## src/rtl/fpu_pkg.sv

```systemverilog
// Shared FPU definitions: GRS default, width derivations and add/sub op encoding.
package fpu_pkg;

  localparam int unsigned GRS_W_DEF = 3;

  typedef enum logic {
    OP_ADD = 1'b0,
    OP_SUB = 1'b1
  } op_e;

  // Adder width: carry bit + large fraction + guard/round/sticky.
  function automatic int unsigned cal_w(input int unsigned frac_w, input int unsigned grs_w);
    return frac_w + grs_w + 1;
  endfunction

  // Count width able to represent 0..w inclusive.
  function automatic int unsigned lzc_w(input int unsigned w);
    return $clog2(w + 1);
  endfunction

endpackage

```

## src/rtl/fadd_lzc.sv

```systemverilog
// Leading-zero counter; returns W when the input is all zeros.
module fadd_lzc
  import fpu_pkg::*;
#(
  parameter int unsigned W = 28,
  localparam int unsigned OW = lzc_w(W)
) (
  input  logic [W-1:0]  d,
  output logic [OW-1:0] cnt_c
);

  // Later (higher) set bits overwrite earlier ones, leaving the MSB's distance.
  always_comb begin
    cnt_c = OW'(W);
    for (int i = 0; i < int'(W); i++) begin
      if (d[i]) cnt_c = OW'(int'(W) - 1 - i);
    end
  end

endmodule

```

## src/rtl/fadd_cal_pipe.sv

```systemverilog
// Two-stage fraction add/sub with zero flag and optional leading-zero count.
// Define FADD_CAL_PIPE_LZC_EN to compute lzc; otherwise lzc is tied to 0.
module fadd_cal_pipe
  import fpu_pkg::*;
#(
  parameter int unsigned FRAC_W = 24,
  parameter int unsigned GRS_W  = GRS_W_DEF,
  parameter int unsigned TAG_W  = 9,
  localparam int unsigned CAL_W = cal_w(FRAC_W, GRS_W),
  localparam int unsigned LZC_W = lzc_w(CAL_W)
) (
  input  logic                    clk,
  input  logic                    rst,
  input  logic                    in_valid,
  output logic                    in_ready,
  input  logic                    op_sub,
  input  logic [FRAC_W-1:0]       large_frac,
  input  logic [FRAC_W+GRS_W-1:0] small_frac,
  input  logic [TAG_W-1:0]        in_tag,
  output logic                    out_valid,
  input  logic                    out_ready,
  output logic [CAL_W-1:0]        cal_frac,
  output logic                    frac_zero,
  output logic [LZC_W-1:0]        lzc,
  output logic [TAG_W-1:0]        out_tag
);

  logic                    s1_v;
  op_e                     s1_op;
  logic [FRAC_W-1:0]       s1_large;
  logic [FRAC_W+GRS_W-1:0] s1_small;
  logic [TAG_W-1:0]        s1_tag;
  logic                    s2_v;
  logic                    s2_adv;
  logic [CAL_W-1:0]        ext_large;
  logic [CAL_W-1:0]        ext_small;
  logic [CAL_W-1:0]        sum_c;

  assign s2_adv    = !s2_v || out_ready;
  assign in_ready  = !s1_v || s2_adv;
  assign out_valid = s2_v;

  // Stage 1: capture operands; holds while stage 2 is stalled.
  always_ff @(posedge clk) begin
    if (rst) begin
      s1_v     <= 1'b0;
      s1_op    <= OP_ADD;
      s1_large <= '0;
      s1_small <= '0;
      s1_tag   <= '0;
    end else if (in_ready) begin
      s1_v <= in_valid;
      if (in_valid) begin
        s1_op    <= op_e'(op_sub);
        s1_large <= large_frac;
        s1_small <= small_frac;
        s1_tag   <= in_tag;
      end
    end
  end

  // Result wraps modulo 2^CAL_W; operand ordering is the caller's job.
  always_comb begin
    ext_large = {1'b0, s1_large, GRS_W'(0)};
    ext_small = {1'b0, s1_small};
    sum_c     = (s1_op == OP_SUB) ? (ext_large - ext_small) : (ext_large + ext_small);
  end

  // Stage 2: result register, held while downstream stalls.
  always_ff @(posedge clk) begin
    if (rst) begin
      s2_v      <= 1'b0;
      cal_frac  <= '0;
      frac_zero <= 1'b0;
      out_tag   <= '0;
    end else if (s2_adv) begin
      s2_v <= s1_v;
      if (s1_v) begin
        cal_frac  <= sum_c;
        frac_zero <= (sum_c == '0);
        out_tag   <= s1_tag;
      end
    end
  end

`ifdef FADD_CAL_PIPE_LZC_EN
  logic [LZC_W-1:0] lzc_c;

  fadd_lzc #(.W(CAL_W)) u_lzc (
    .d     (sum_c),
    .cnt_c (lzc_c)
  );

  always_ff @(posedge clk) begin
    if (rst) begin
      lzc <= '0;
    end else if (s2_adv && s1_v) begin
      lzc <= lzc_c;
    end
  end
`else
  assign lzc = '0;
`endif

endmodule

```

## config.mk

```make
export PLATFORM = sky130hd
export DESIGN_NAME = fadd_cal_pipe
export DESIGN_NICKNAME = d
export VERILOG_FILES = /design/src/rtl/fpu_pkg.sv /design/src/rtl/fadd_lzc.sv /design/src/rtl/fadd_cal_pipe.sv
export SDC_FILE = /design/constraint.sdc
export NUM_CORES = 1
export LEC_CHECK = 0
export ABC_AREA = 0
export CAP_MARGIN = 20
export CORE_AREA = 10 10 122 124
export DETAILED_ROUTE_END_ITERATION = 16
export DIE_AREA = 0 0 132 134
export PLACE_DENSITY_LB_ADDON = 0.25
export SLEW_MARGIN = 25
export SYNTH_ARGS = -nofsm -noshare
export SYNTH_HDL_FRONTEND = slang
export SYNTH_SLANG_ARGS = --single-unit
```

## constraint.sdc

```tcl
create_clock -name clk -period 3.7 [get_ports clk]
set_input_delay 0.37 -clock clk [delete_from_list [all_inputs] [get_ports clk]]
set_output_delay 0.37 -clock clk [all_outputs]
set_load 0.01 [all_outputs]
```

==> impl_metrics.csv <==
group,metric,value,unit
floorplan,die_h,134,um
critical_path,ff2ff_setup_slack,0.55,ns
sta,finalCritPeriodShare,85.2,%
clocking,h-tree-depth,3,
sta,fin_crit,3.15,ns
grt,antenna_found_initial,0,
critical_path,critPathSlowestCell,"ha_1",
floorplan,initial_core_util,52.5,%
clocking,postCtsSetupBuffers,0,
pwr,power,3.00,mW
drt,vias_per_cell,5.56,
critical_path,startpoint_type,"register",
floorplan,dieArea,17700,um2
clocking,clk_pin_slew,0.07,ns
finish,n_fill_cell,1142,
placed_design,gp_congestion,0.952,
finish,diodes,0,
floorplan,io_pins,110,
clocking,cts_resized,0,
critical_path,crit_family,"simple AND/OR/NAND/NOR gates",
critical_path,r2r-start,"s1_small[7]$_SDFFE_PP0P_",
clocking,clock_insertion_delay_worst_skew,0.36,ns
critical_path,regToRegEndpoint,"frac_zero$_SDFFE_PP0P_",
logic_synthesis,yosysWarningCount,0,
floorplan,die_x,132,um
clocking,clk_path_buf_depth,2,
run,max-cap-violations,0,
clocking,hold_buffers,0,
finish,syn_to_final_growth,21.7,%
drt,vias,6203,
logic_synthesis,avgSynthCellArea,7.49,um2
critical_path,arrival,3.45,ns
drt,drt_first_pass_iters,5,
logic_synthesis,ys_seq_area_share,30.9,%
placed_design,place_area,7590,um2
outcome,outcome,"finished clean",
drt,antenna_left,0,
placed_design,portBuffers,104,
sta,setup_tns,0,ns
logic_synthesis,synth_cells,873,
finish,nNetsFinal,1054,
logic_synthesis,async_reset_ff_share,0,%
clocking,cts.sinks,101,
clocking,root_buffer,"clkbuf_16",
critical_path,crit_chain,"inv_1 > ha_1 > nor2b_1 > or4_4 > o211ai_2 > a21boi_1 > a31o_2 > o21a_1 > xnor2_1 > nor4_1 > nand4b_1 > o21ai_1",
drt,wire_per_inst,15.6,um
critical_path,cp_max_fo,10,
drt,drtIter0Drc,567,
finish,drive_gt1_share,6.36,%
logic_synthesis,yosys_register_bits,101,
floorplan,core-area,12500,um2
logic_synthesis,synth_edf_count,0,
clocking,cts_inserted_buffers,9,
sta,max-slew-margin-rel,46.4,%
sta,hold_viol,0,
sta,finClkSkew,0.00902,ns
sta,setup_violations,0,
logic_synthesis,syn_area,6540,um2
pwr,power_leakage,3.18,nW
grt,grt_max_degree,102,
critical_path,path_class,"reg -> reg",
pwr,ir_drop,0.000332,V
finish,final_cell_area,7960,um2
sta,report.final.slew_viol_count,0,
sta,fmaxAchievable,317,MHz
logic_synthesis,synth-main-ff-cell,"dfxtp_1",
grt,grt_pass1_wl,28.4,mm
floorplan,rows,41,
critical_path,startpoint,"s1_small[7]$_SDFFE_PP0P_",
sta,rsz0062_at_grt,"no",
logic_synthesis,yosysUniqueCellTypes,81,
placed_design,dp_hpwl,12.7,mm
sta,tightestPinTransition,0.804,ns
critical_path,cp_num_cells,12,
grt,grt.total_usage,19.1,%
critical_path,critPathBufInv,1,
critical_path,cpPeakStageDelay,0.50,ns
grt,grt_pass1_vias,5774,
critical_path,endpoint,"frac_zero$_SDFFE_PP0P_",
critical_path,crit_required,4.00,ns
min_path,hp-class,"reg -> reg",
critical_path,reg2reg_depth,12,
drt,drt-total-wl,17.4,mm
critical_path,crit_path_end_kind,"register",
drt,drc,0,
grt,overflow,0,
clocking,cts_tree,"built",
pwr,power_density,377,nW/um2
tightest hold or removal path, stage by stage (launching register included):
cell,delay [ns]
dfxtp_1,0.31
nand2_1,0.05
a21oi_1,0.05
registers in the layout, summed over array words and instances, names as in the netlist:
signal and count:
s1_v 1, out_tag 9, s1_large 24, s1_tag 9, out_valid 1, frac_zero 1, s1_small 27, s1_op 1
cal_frac 28
stage by stage:
step           utilization [%]  hold slack, ns  worst slack (ns)  cells
2_1_floorplan                -           0.432             0.941    877
3_3_place_gp              60.9           0.439             0.629   1097
3_5_place_dp              60.9           0.443             0.591   1097
4_1_cts                   63.4           0.454             0.570   1113
5_1_grt                   63.8           0.472             0.343   1115
6_report                  63.8           0.453             0.548   1115
worst min path at each step:
stage / from / to / slack, ns / depth (start not counted)
after floorplan: s1_tag[0]$_SDFFE_PP0P_ / out_tag[0]$_SDFFE_PP0P_ / 0.43 / 2
after global placement: s1_tag[6]$_SDFFE_PP0P_ / out_tag[6]$_SDFFE_PP0P_ / 0.44 / 2
after detailed placement: s1_tag[0]$_SDFFE_PP0P_ / out_tag[0]$_SDFFE_PP0P_ / 0.44 / 2
after CTS: s1_tag[0]$_SDFFE_PP0P_ / out_tag[0]$_SDFFE_PP0P_ / 0.45 / 2
after global routing: s1_tag[4]$_SDFFE_PP0P_ / s1_tag[4]$_SDFFE_PP0P_ / 0.47 / 2
final: s1_tag[0]$_SDFFE_PP0P_ / out_tag[0]$_SDFFE_PP0P_ / 0.45 / 2
cells in the mapped netlist (3+ instances only):
cell,number,area [um2]
nand2_1,195,732
a21oi_1,118,591
dfxtp_1,101,2020
nor2_1,69,259
ha_1,50,626
inv_1,47,176
clkbuf_1,38,143
o21ai_0,21,105
xnor2_1,21,184
a211oi_1,17,128
nor3_1,14,70.1
buf_2,12,60.1
o21ai_1,10,50.1
a21o_1,8,60.1
buf_4,8,60.1
nand2b_1,7,43.8
nor2b_1,7,43.8
nor4_1,6,37.5
nand4_1,5,31.3
o211ai_1,5,37.5
o21a_1,5,37.5
o31ai_1,5,37.5
or3_1,5,31.3
a31oi_1,4,25.0
and2_1,4,25.0
nand3_1,4,20.0
nor4b_2,4,60.1
o221ai_1,4,35.0
o31a_1,4,35.0
a211o_1,3,26.3
a211oi_2,3,37.5
buf_6,3,33.8
o21ba_2,3,30.0
o31ai_2,3,37.5
layer usage:
layer  track usage (%)  part of all wire (%)  vias to the layer above
met5                 0                     0                        -
met4              7.79                   2.8                        0
met3              4.29                   6.5                       41
met2              30.6                    45                      213
met1              24.4                    46                     2830
li1                  -                     -                     3119
placed cells by master (no fill, tap or decap), types with 5 or more instances in the layout:
master,instances
nor4_1,6
nor2b_1,6
xnor2_1,21
clkdlybuf4s50_1,103
nand2b_1,7
inv_1,47
clkbuf_16,9
o21ai_1,10
nand4_1,5
a21oi_1,118
o21ai_0,21
nor3_1,14
o211ai_1,5
a21o_1,8
dfxtp_1,101
o21a_1,5
o31ai_1,5
a211oi_1,17
or3_1,5
conb_1,5
ha_1,50
nand2_1,194
nor2_1,69
power by group:
group,switching [mW],leakage [nW],internal [mW]
clock network,0.475,0.159,0.550
registers,0.0424,0.829,1.15
logic,0.448,2.19,0.334
cell families after synthesis:
logic type	Yosys count	synth area share (%)
fa+ha+maj	51	9.87
xor+xnor	23	3.08
buf+inv	110	7.35
flops	101	30.9
compound gates	247	25.0
mux	2	0.306
simple gates	338	23.4
other cells	1	0.0574
final cells by class:
class,count,area (um2),area share (%)
Inverter,48,180,2.26
Clock buffer,9,225,2.83
Timing Repair Buffer,112,1150,14.5
Clock inverter,7,97.6,1.23
Multi-Input combinational cell,666,4060,51.1
Sequential cell,101,2020,25.4
Tap cell,172,215,2.70
No activity file was read; power rests on OpenSTA's default activity.
